$ cat config.mk
export PLATFORM = sky130hd
export DESIGN_NAME = player_motion_controller
export DESIGN_NICKNAME = d
export VERILOG_FILES = /design/src/rtl/fq_pkg.sv /design/src/rtl/player_axis.sv /design/src/rtl/player_motion_controller.sv
export SDC_FILE = /design/constraint.sdc
export NUM_CORES = 1
export LEC_CHECK = 0
export ABC_AREA = 1
export CAP_MARGIN = 10
export CORE_MARGIN = 3
export CORE_UTILIZATION = 55
export CTS_CLUSTER_DIAMETER = 200
export DETAILED_ROUTE_END_ITERATION = 10
export GPL_TIMING_DRIVEN = 0
export PLACE_DENSITY_LB_ADDON = 0.12
export SLEW_MARGIN = 25
export SYNTH_ARGS = -nofsm -noshare
export SYNTH_HDL_FRONTEND = slang
export SYNTH_HIERARCHICAL = 1
export SYNTH_SLANG_ARGS = --single-unit
$ cat constraint.sdc
create_clock -name clk -period 7.9 [get_ports clk]
set_clock_uncertainty 0.2 [all_clocks]
set_input_delay 0.79 -clock clk [delete_from_list [all_inputs] [get_ports clk]]
set_output_delay 0.79 -clock clk [all_outputs]
set_load 0.005 [all_outputs]
$ cat src/rtl/fq_pkg.sv
// Shared constants and helpers for the player motion controller: coordinate
// width, default playfield bounds and the sprite-overlap test.
package fq_pkg;

   localparam int POS_W     = 10;
   localparam int X_MIN_DEF = 0;
   localparam int X_MAX_DEF = 639;
   localparam int Y_MIN_DEF = 0;
   localparam int Y_MAX_DEF = 479;

   typedef logic [POS_W-1:0] pos_t;

   // Two square sprites of half-size r overlap when both centre distances are below 2r.
   function automatic logic too_close(input int ax, input int ay,
                                      input int bx, input int by, input int r);
      int dx;
      int dy;
      dx = (ax > bx) ? ax - bx : bx - ax;
      dy = (ay > by) ? ay - by : by - ay;
      return (dx < 2 * r) && (dy < 2 * r);
   endfunction

endpackage

$ cat src/rtl/player_axis.sv
// One coordinate of one player: step by +/-STEP from a synchronized button
// pair and saturate the result into [LO, HI].
module player_axis
   import fq_pkg::*;
#(
   parameter int POS_W = fq_pkg::POS_W,
   parameter int STEP  = 1,
   parameter int LO    = 25,
   parameter int HI    = 614
)(
   input  logic [POS_W-1:0] pos,
   input  logic             dec,
   input  logic             inc,
   output logic [POS_W-1:0] cand
);

   localparam int W1 = POS_W + 1;
   localparam logic signed [POS_W:0] STEP_S = W1'(STEP);
   localparam logic signed [POS_W:0] LO_S   = W1'(LO);
   localparam logic signed [POS_W:0] HI_S   = W1'(HI);

   logic signed [POS_W:0] pos_s;
   logic signed [POS_W:0] sum_s;

   // An idle or conflicting axis holds its position untouched; only a real step is clamped.
   always_comb begin
      pos_s = $signed({1'b0, pos});
      sum_s = pos_s;
      cand  = pos;
      if (inc && !dec) begin
         sum_s = pos_s + STEP_S;
      end else if (dec && !inc) begin
         sum_s = pos_s - STEP_S;
      end
      if (inc ^ dec) begin
         if (sum_s < LO_S) begin
            cand = LO_S[POS_W-1:0];
         end else if (sum_s > HI_S) begin
            cand = HI_S[POS_W-1:0];
         end else begin
            cand = sum_s[POS_W-1:0];
         end
      end
   end

endmodule

$ cat src/rtl/player_motion_controller.sv
// Moves NUM_PLAYERS sprites from debounced-by-sync buttons once per MOVE_PERIOD.
// Define PLAYER_COLLISION_EN to stop players from stepping into each other.
module player_motion_controller
   import fq_pkg::*;
#(
   parameter int NUM_PLAYERS   = 2,
   parameter int POS_W         = fq_pkg::POS_W,
   parameter int PLAYER_RADIUS = 25,
   parameter int MOVE_PERIOD   = 100000,
   parameter int STEP          = 1,
   parameter int X_MIN         = fq_pkg::X_MIN_DEF,
   parameter int X_MAX         = fq_pkg::X_MAX_DEF,
   parameter int Y_MIN         = fq_pkg::Y_MIN_DEF,
   parameter int Y_MAX         = fq_pkg::Y_MAX_DEF,
   parameter int INIT_Y        = 250,
   parameter int INIT_X_BASE   = 300,
   parameter int INIT_X_STEP   = 400
)(
   input  logic                         clk,
   input  logic                         rst_n,
   input  logic [NUM_PLAYERS-1:0]       btn_up,
   input  logic [NUM_PLAYERS-1:0]       btn_down,
   input  logic [NUM_PLAYERS-1:0]       btn_left,
   input  logic [NUM_PLAYERS-1:0]       btn_right,
   input  logic                         freeze,
   output logic [NUM_PLAYERS*POS_W-1:0] pos_x,
   output logic [NUM_PLAYERS*POS_W-1:0] pos_y,
   output logic [NUM_PLAYERS-1:0]       moving,
   output logic                         tick
);

   localparam int CNT_W = $clog2(MOVE_PERIOD);
   localparam logic [CNT_W-1:0] CNT_LAST = CNT_W'(MOVE_PERIOD - 1);
   localparam int X_LO = X_MIN + PLAYER_RADIUS;
   localparam int X_HI = X_MAX - PLAYER_RADIUS;
   localparam int Y_LO = Y_MIN + PLAYER_RADIUS;
   localparam int Y_HI = Y_MAX - PLAYER_RADIUS;
   localparam int NB   = 4 * NUM_PLAYERS;

   logic [CNT_W-1:0]       count_q, count_d;
   logic [NB-1:0]          sync1_q, sync1_d;
   logic [NB-1:0]          sync2_q, sync2_d;
   logic [NUM_PLAYERS-1:0] moving_q, moving_d;
   logic [POS_W-1:0]       x_q [NUM_PLAYERS];
   logic [POS_W-1:0]       x_d [NUM_PLAYERS];
   logic [POS_W-1:0]       y_q [NUM_PLAYERS];
   logic [POS_W-1:0]       y_d [NUM_PLAYERS];
   logic [POS_W-1:0]       cand_x [NUM_PLAYERS];
   logic [POS_W-1:0]       cand_y [NUM_PLAYERS];
   logic [POS_W-1:0]       acc_x [NUM_PLAYERS];
   logic [POS_W-1:0]       acc_y [NUM_PLAYERS];
   logic                   tick_int;

   assign tick_int = rst_n && !freeze && (count_q == CNT_LAST);
   assign tick     = tick_int;
   assign moving   = moving_q;

   // Synchronized button bundle layout: {right, left, down, up}, NUM_PLAYERS bits each.
   for (genvar gi = 0; gi < NUM_PLAYERS; gi++) begin : g_player
      player_axis #(
         .POS_W (POS_W),
         .STEP  (STEP),
         .LO    (X_LO),
         .HI    (X_HI)
      ) u_axis_x (
         .pos   (x_q[gi]),
         .dec   (sync2_q[2*NUM_PLAYERS + gi]),
         .inc   (sync2_q[3*NUM_PLAYERS + gi]),
         .cand  (cand_x[gi])
      );

      player_axis #(
         .POS_W (POS_W),
         .STEP  (STEP),
         .LO    (Y_LO),
         .HI    (Y_HI)
      ) u_axis_y (
         .pos   (y_q[gi]),
         .dec   (sync2_q[gi]),
         .inc   (sync2_q[NUM_PLAYERS + gi]),
         .cand  (cand_y[gi])
      );

      assign pos_x[gi*POS_W +: POS_W] = x_q[gi];
      assign pos_y[gi*POS_W +: POS_W] = y_q[gi];
   end

`ifdef PLAYER_COLLISION_EN
   // Lower-index players claim their spot first; a blocked player keeps both coordinates.
   always_comb begin
      logic             blocked;
      logic [POS_W-1:0] ax [NUM_PLAYERS];
      logic [POS_W-1:0] ay [NUM_PLAYERS];
      blocked = 1'b0;
      for (int i = 0; i < NUM_PLAYERS; i++) begin
         ax[i] = x_q[i];
         ay[i] = y_q[i];
      end
      for (int i = 0; i < NUM_PLAYERS; i++) begin
         blocked = 1'b0;
         for (int j = 0; j < NUM_PLAYERS; j++) begin
            if (j != i && too_close(int'(cand_x[i]), int'(cand_y[i]),
                                    int'(x_q[j]), int'(y_q[j]), PLAYER_RADIUS)) begin
               blocked = 1'b1;
            end
            if (j < i && too_close(int'(cand_x[i]), int'(cand_y[i]),
                                   int'(ax[j]), int'(ay[j]), PLAYER_RADIUS)) begin
               blocked = 1'b1;
            end
         end
         ax[i] = blocked ? x_q[i] : cand_x[i];
         ay[i] = blocked ? y_q[i] : cand_y[i];
      end
      for (int i = 0; i < NUM_PLAYERS; i++) begin
         acc_x[i] = ax[i];
         acc_y[i] = ay[i];
      end
   end
`else
   always_comb begin
      for (int i = 0; i < NUM_PLAYERS; i++) begin
         acc_x[i] = cand_x[i];
         acc_y[i] = cand_y[i];
      end
   end
`endif

   always_comb begin
      sync1_d  = {btn_right, btn_left, btn_down, btn_up};
      sync2_d  = sync1_q;
      count_d  = count_q;
      moving_d = '0;
      if (!freeze) begin
         count_d = (count_q == CNT_LAST) ? '0 : count_q + 1'b1;
      end
      for (int i = 0; i < NUM_PLAYERS; i++) begin
         x_d[i] = x_q[i];
         y_d[i] = y_q[i];
         if (tick_int) begin
            x_d[i]      = acc_x[i];
            y_d[i]      = acc_y[i];
            moving_d[i] = (acc_x[i] != x_q[i]) || (acc_y[i] != y_q[i]);
         end
      end
   end

   always_ff @(posedge clk) begin
      if (!rst_n) begin
         count_q  <= '0;
         sync1_q  <= '0;
         sync2_q  <= '0;
         moving_q <= '0;
         for (int i = 0; i < NUM_PLAYERS; i++) begin
            x_q[i] <= POS_W'(INIT_X_BASE + i * INIT_X_STEP);
            y_q[i] <= POS_W'(INIT_Y);
         end
      end else begin
         count_q  <= count_d;
         sync1_q  <= sync1_d;
         sync2_q  <= sync2_d;
         moving_q <= moving_d;
         for (int i = 0; i < NUM_PLAYERS; i++) begin
            x_q[i] <= x_d[i];
            y_q[i] <= y_d[i];
         end
      end
   end

endmodule

Yosys cells after proc, flatten, opt, wreduce, memory -nomap -nowiden
Memories as Yosys holds them, arrays and structs flattened.
Cells that the tools add are included.
Widths: inputs -> output; s select.
- memories kept: 2
- output and inout port bits: 43
- bits in writable memories: 40
- register bits after elaboration: 35
- bits of input ports: 11
- $lt $le $gt $ge: 8
- bitwise operators: 8
- eq/ne operators: 5
- add/subtract/negate cells: 9
- muxes and demuxes: 31
- reduce and logical (&&, ||, !) cells: 22
- memory list (name ; words ; bits a word ; read ports ; clocked after Yosys merged registers in ; wr ports ; line ; text):
    x_q ; 2 ; 10 ; 2 ; 0 ; 2 ; player_motion_controller.sv:44 ; logic [POS_W-1:0] x_q [NUM_PLAYERS];
    y_q ; 2 ; 10 ; 2 ; 0 ; 2 ; player_motion_controller.sv:46 ; logic [POS_W-1:0] y_q [NUM_PLAYERS];
- operators by type and width (operator ; count):
    $mux 10 ; 20
    $mux 11 ; 8
    $add 10x1->11 const B ; 4
    $lt 11x6->1 const B ; 4
    $sub 10x1->11 const B ; 4
    $ne 10x10->1 ; 4
    $gt 11x10->1 const B ; 2
    $gt 11x11->1 const B ; 2
    $add 17x1->17 const B ; 1
    $eq 17x17->1 const B ; 1
    $mux 17 ; 1
    $logic_and 1x1->1 ; 10
    $logic_not 1->1 ; 9
    $or 1x1->1 ; 4
    $xor 1x1->1 ; 4
    $logic_or 1x1->1 ; 2
    $mux 1 ; 2
    $reduce_and 2->1 ; 1

Logic depth before layout (Yosys ltp)
Gate-level depths: netlist (run 1).
- depth in word-level cells: 10
- mapped depth: 27

By module
The synthesis (run 1) kept the hierarchy.
- modules (own cells, without submodules) (module ; seq. area each (um^2) ; instances ; area each (um^2) ; cells an instance):
    player_motion_controller ; 1501.4 ; 1 ; 3814.9 ; 577
    player_axis (g_player[0].u_axis_y ...) ; 0.0 ; 2 ; 804.5 ; 168
    player_axis (g_player[0].u_axis_x ...) ; 0.0 ; 2 ; 758.2 ; 162

Least setup slack after synthesis (run 1)
OpenSTA, ideal clock, no wires.
- path kind: input to output
- start: in freeze
- end: out tick
- arrival: 1.693 ns
- path buffers: 1
- slack: 5.217 ns
- stages on the path: 4
- data required time: 6.910 ns
- cell sequence: buf_2 > nor4_4 > nand3_1 > inv_1
- word-level cells in the longest chain between the ends: 3
- RTL lines (what ; line ; text):
    from (decl) ; player_motion_controller.sv:25 ; input logic freeze,
    $logic_not 1->1 ; -- ;
    $logic_and 1x1->1 (2 in a row) ; player_motion_controller.sv:54 ; assign tick_int = rst_n && !freeze && (count_q == CNT_LAST);
    to (decl) ; player_motion_controller.sv:29 ; output logic tick
Every way passes these cells.

Final worst setup path (run 1)
Same ends and word-level chain as after synthesis.

==> impl_metrics.toml, run 1 <==
[floorplanning]
rows = 40
die_y_um = 118
die_area_um2 = 14000
core_area_um2 = 12200
boundaryPins = 54
dieWidth_um = 118
initial_core_util_pct = 57.1

[drt]
drt-initial-drc-count = 656
drt_first_pass_iters = 5
wl_um = 17900
drc_errors = 0
route.vias.total = 7478
drtAntennaViolNets = 0
wl_per_cell_um = 12.2
viasPerCell = 5.08

[worst_setup_path]
arrival_ps = 2560
worst_path_max_delay_cell = "nor4_4"
cp_num_buf_inv = 3
cpPeakStageDelay_ps = 730
reg2reg_depth = 24
critical_path.top_delay_family = "simple AND/OR/NAND/NOR gates"
worstSetupPathDepth = 5
crit_required_ps = 6910
crit_chain = "buf_2, nor4_4, nand3_1, inv_1, clkdlybuf4s50_1"
path_class = "input port to primary output"
endpoint_kind = "primary output"
start_kind = "input port"
crit_fanout = 10

[cts]
root_buffer = "clkbuf_16"
clkTransAtPathRegs_ps = 60
postCtsSetupBuffers = 0
cts_tree = "done"
cts_max_level = 3
cts_resized = 0
cts.path.max_buffers = 2
hold_buffers = 0
clock_latency_ps = 350
clock-sinks = 75
numCtsBuffers = 9

[hold_path]
whs_path_depth = 2
hold_class = "register to register"

[synthesis]
synth-seq-cells = 75
yosysMostFrequentCell = "nand2_1"
synthTopCellsByArea = "nand2_1 24%, dfxtp_1 22%, nand3_1 10%"
yosysUniqueCellTypes = 37
synth_top_cell_area_share_pct = 24.2
yosysWarnings = 6
ys_seq_area_share_pct = 21.6
synth_edf_count = 0
synth_commonest_cells = "448 x nand2_1, 185 x inv_1, 139 x nand3_1, 128 x nor2_1, 75 x dfxtp_1"
synthFlopType = "dfxtp_1"
netlist_area_um2 = 6940
syn_inst = 1237
synth_top_area_cell = "nand2_1"
syn_area_per_cell_um2 = 5.61
synthArstFlopShare_pct = 0
synth_fp_nets = 1265

[placement]
dpl.cell_count = 1456
place_congestion = 0.973
dp_hpwl_um = 14000
dp_slack_ps = 4380
portBuffers = 51

[timing]
max_clock_freq_mhz = 282
tightestPinTransition_ps = 781
slew_viol_final = 0
finalSetupViolCount = 0
timing.hold.ws_ps = 211
max_slew_margin_pct = 47.6
rsz0062_at_grt = "no"
min_period_ps = 3550
fin_ws_ps = 4350
hold_viol = 0
timing.setup.tns_ps = 0
fin_crit_sh_pct = 44.9

[power]
power_w = 0.000920
powerDensity_nw_per_um2 = 116
p_leak_nw = 4.18
vdd_ir_drop_max_mv = 0.120

[finish]
diodes = 0
final_cell_count_no_fill = 1472
fill_cells = 1221
area_growth_pct = 14.8
fin_nets = 1327
final_layout_size_suffix_gt1_share_pct = 8.67

[global_routing]
grt_pass1_wl_um = 30800
grt_usage_pct = 26.2
grt_max_degree = 14
antenna_found_initial = 0
grt_pass1_vias = 6689
grt_remaining_overflow = 0

[run_status]
status = "completed"

[job]
timing.max_cap.violations = 0
-- cells by family after synthesis --
logic type,after synthesis,synth area share (%)
simple gates,845,54.7
buf+inv,232,13.7
flops,75,21.6
compound gates,45,3.95
xor+xnor,23,2.90
fa+ha+maj,17,3.06
-- worst register-to-register path, stage by stage (launching register included) --
cell     delay [ps]
dfxtp_1         560
inv_1           150
ha_1            240
nand2_1         100
inv_1            60
nand3_1         110
nand2_1          80
nand2_1          60
nand2_1          50
nand2_1         110
nand3_1          90
nor2_1          110
nand2_2          70
nand2_4          80
inv_4            60
a21oi_2         180
inv_1            60
nand2_1          60
nand2_1          50
inv_1            40
nand2_1          40
nor2_1          130
nand3_1          90
nor2_1          170
nor2_1           60
-- registers in the layout, indices dropped and copies added, names as in the netlist --
| register | cells |
|---|---|
| count_q | 17 |
| sync1_q | 8 |
| y_q | 20 |
| sync2_q | 8 |
| moving | 2 |
| x_q | 20 |
-- final cells by class --
type | count | area (um2) | area share (%)
buffer | 32 | 193 | 2.42
clock inverter | 5 | 61.3 | 0.770
clock buffer | 11 | 243 | 3.05
tap | 168 | 210 | 2.64
timing repair buffer | 51 | 510 | 6.41
inverter | 200 | 761 | 9.55
multi-input combinational | 930 | 4490 | 56.3
sequential | 75 | 1500 | 18.9
-- power breakdown --
part	total (W)	switching, W	leakage (nW)	internal, W
logic	0.000109	0.0000708	3.42	0.0000384
clock network	0.000426	0.000171	0.150	0.000255
registers	0.000385	0.00000241	0.609	0.000383
total	0.000920	0.000244	4.18	0.000676
-- cells in the final DEF, fill, tap and decap left out, types with 17 or more instances in the layout --
master,instances
ha_1,17
nand2_2,20
clkdlybuf4s50_1,51
inv_1,185
nand3b_1,19
nor2_1,128
nand3_1,139
nor3_1,19
nand2_1,448
nand4_1,33
dfxtp_1,75
xnor2_1,17
-- through the flow --
step / util [%] / instance area [um2]
5_1_grt: 65.5 / 7970
3_3_place_gp: 63.0 / 7660
3_5_place_dp: 63.0 / 7660
4_1_cts: 65.5 / 7970
6_report: 65.5 / 7970
2_1_floorplan: - / 6940
-- path summary, 6_finish.rpt --
kind / startpoint / to / slack (ps)
min: sync1_q[7] / sync2_q[7] / 210
max reg2reg: y_q[0][0] / moving[0] / 4790
min reg2reg: sync1_q[7] / sync2_q[7] / 210
max: freeze / tick / 4350
-- per-layer routing --
| metal | track usage [%] | routed length [um] | vias up |
|---|---|---|---|
| li1 | - | - | 3962 |
| met1 | 35.6 | 8710 | 3317 |
| met2 | 42.2 | 7900 | 174 |
| met3 | 4.07 | 968 | 25 |
| met4 | 8.79 | 331 | 0 |
| met5 | 0 | 0 | - |
No activity file was read; power rests on OpenSTA's default activity.
==> inputs of run 2 (changes only) <==
--- a/config.mk
+++ b/config.mk
@@ -8,7 +8,7 @@
 export ABC_AREA = 1
 export CAP_MARGIN = 10
 export CORE_MARGIN = 3
-export CORE_UTILIZATION = 55
+export CORE_UTILIZATION = 54
 export CTS_CLUSTER_DIAMETER = 200
 export DETAILED_ROUTE_END_ITERATION = 10
 export GPL_TIMING_DRIVEN = 0
==> constraint.sdc (replaced) <==
create_clock -name clk -period 3.2 [get_ports clk]
set_clock_uncertainty 0.2 [all_clocks]
set_input_delay 0.32 -clock clk [delete_from_list [all_inputs] [get_ports clk]]
set_output_delay 0.32 -clock clk [all_outputs]
set_load 0.005 [all_outputs]
==> run 2 against run 1 <==
Clock power grew to 2.5 times the previous value. Critical endpoint is now moving[0]. Total power increased by 150%. Largest cell class unchanged. First-iteration DRC count rose by 13%. Count of clock-buffer cells in the layout shrank 2. Core utilization about the same. Non-clock buffer count rose by 2. Final cell count up 0.14%. Combinational power up 150%. Highest routed layer unchanged. Global-route usage is 0.84 points lower. Sequential power increased by 150%. Sequential share of layout area hardly changed.
==> impl_metrics.toml, run 2 (same netlist as run 1, synthesis figures left out) <==
[timing]
timing.setup.tns_ps = 0
max_clock_freq_mhz = 341
hold_viol = 0
finalSetupViolCount = 0
rsz0062_at_grt = "yes"
max_slew_margin_pct = 52.3
timing.hold.ws_ps = 175
fin_crit_sh_pct = 91.7
tightestPinTransition_ps = 710
min_period_ps = 2940
slew_viol_final = 0

[finish]
utilization_pct = 65.5
final_cell_count_no_fill = 1474
top_regs = "x_q: 20 flops, y_q: 20 flops, count_q: 17 flops"
diodes = 0
final_layout_size_suffix_gt1_share_pct = 10.0
fin_nets = 1329
area_growth_pct = 15.8
final_cell_mix = "448 x nand2_1, 185 x inv_1, 139 x nand3_1"
final_common_cell = "nand2_1"

[global_routing]
grt_usage_pct = 25.3
grt_max_degree = 14
antenna_found_initial = 0
grt_remaining_overflow = 0
grt_pass1_vias = 6532
grt_pass1_wl_um = 30200

[floorplanning]
rows = 40
core_area_um2 = 12300
dieWidth_um = 119
die_y_um = 119
die_area_um2 = 14200
boundaryPins = 54
initial_core_util_pct = 56.6

[job]
timing.max_cap.violations = 0

[drt]
wl_per_cell_um = 12.2
route.vias.total = 7511
drc_errors = 0
drt_first_pass_iters = 6
wl_um = 18000
drt-initial-drc-count = 744
viasPerCell = 5.10
drtAntennaViolNets = 0

[power]
powerDensity_nw_per_um2 = 286
vdd_ir_drop_max_mv = 0.244
p_leak_nw = 4.19

[worst_setup_path]
start_kind = "register"
crit_fanout = 9
path_class = "register to register"
crit_required_ps = 3220
arrival_ps = 2960
endpoint_kind = "register"

[cts]
numCtsBuffers = 9
root_buffer = "clkbuf_16"
cts_max_level = 3
hold_buffers = 0
clock-sinks = 75
cts_tree = "done"
clock_latency_ps = 340
clkTransAtPathRegs_ps = 60
cts.path.max_buffers = 2

[placement]
dpl.cell_count = 1456
dp_hpwl_um = 13900
place_congestion = 0.910
portBuffers = 51

[run_status]
status = "completed"

[hold_path]
hold_class = "input port to register"
[run 2: cell types whose count changed in the layout (fill, tap and decap cells not counted), sizes merged]
| cell | delta |
|---|---|
| inv | -1 |
| buf | +2 |
| clkinv | -1 |
| bufinv | +1 |
| clkinvlp | +3 |
| clkbuf | -2 |
[run 2: metrics by stage]
step / instance area, um2 / worst slack [ps] / total power [W]
floorplan: 6940 / 651 / 0.00117
global placement: 7660 / 146 / 0.00123
detailed placement: 7660 / 99.2 / 0.00124
CTS: 7980 / 83.8 / 0.00230
global route: 8040 / -37.4 / 0.00239
finish: 8040 / 264 / 0.00230
[run 2: area by class of cell]
type,count,area (um2)
well taps,168,210
repair buffers,53,526
inverters,200,761
flip-flops and latches,75,1520
multi-input cells,930,4510
fillers,1159,4230
clock inverters,7,92.6
plain buffers,32,193
clock buffers,9,225
[run 2: path summary, 6_finish.rpt]
check                   from    endpoint  slack (ps)  cells past startpoint
setup reg to reg  sync2_q[4]   moving[0]         260                     19
setup / recovery  sync2_q[4]   moving[0]         260                     19
hold reg to reg   sync1_q[1]  sync2_q[1]         220                      2
hold / removal        freeze  count_q[0]         180                      3
[run 2: power breakdown]
group / total, W / internal, W / switching, W
sequential: 0.000950 / 0.000944 / 0.00000593
clock: 0.00108 / 0.000679 / 0.000396
combinational: 0.000271 / 0.0000960 / 0.000175
[run 2: per-layer routing]
metal	wire length (um)	GRT usage, %	up-vias
met5	0	0	-
met4	366	7.66	0
met3	983	3.66	25
met2	8000	40.2	208
met1	8650	35.5	3315
li1	-	-	3963
[run 2: worst max-delay path: stages, from the launching register on]
cell and delay (ps):
dfxtp_1 340, inv_1 50, ha_1 290, nor2_1 190, nand2_1 70, nor2_1 180
nand3_1 120, nand2_1 80, nand2_1 50, nand2_1 100, nand2_1 70, nor2_2 150
nor2_4 80, a21oi_1 250, xnor2_1 170, nand2_1 70, nor2_1 100, nand2_1 50
nor2_1 150, nor2_1 60
[run 2: repair_timing]
| item | in CTS | in global routing |
|---|---|---|
| setup endpoints to repair | 0 | 3 |
| setup buffers | 0 | 2 |
| hold endpoints to repair | 0 | 0 |
| gates resized for setup | 0 | 18 |
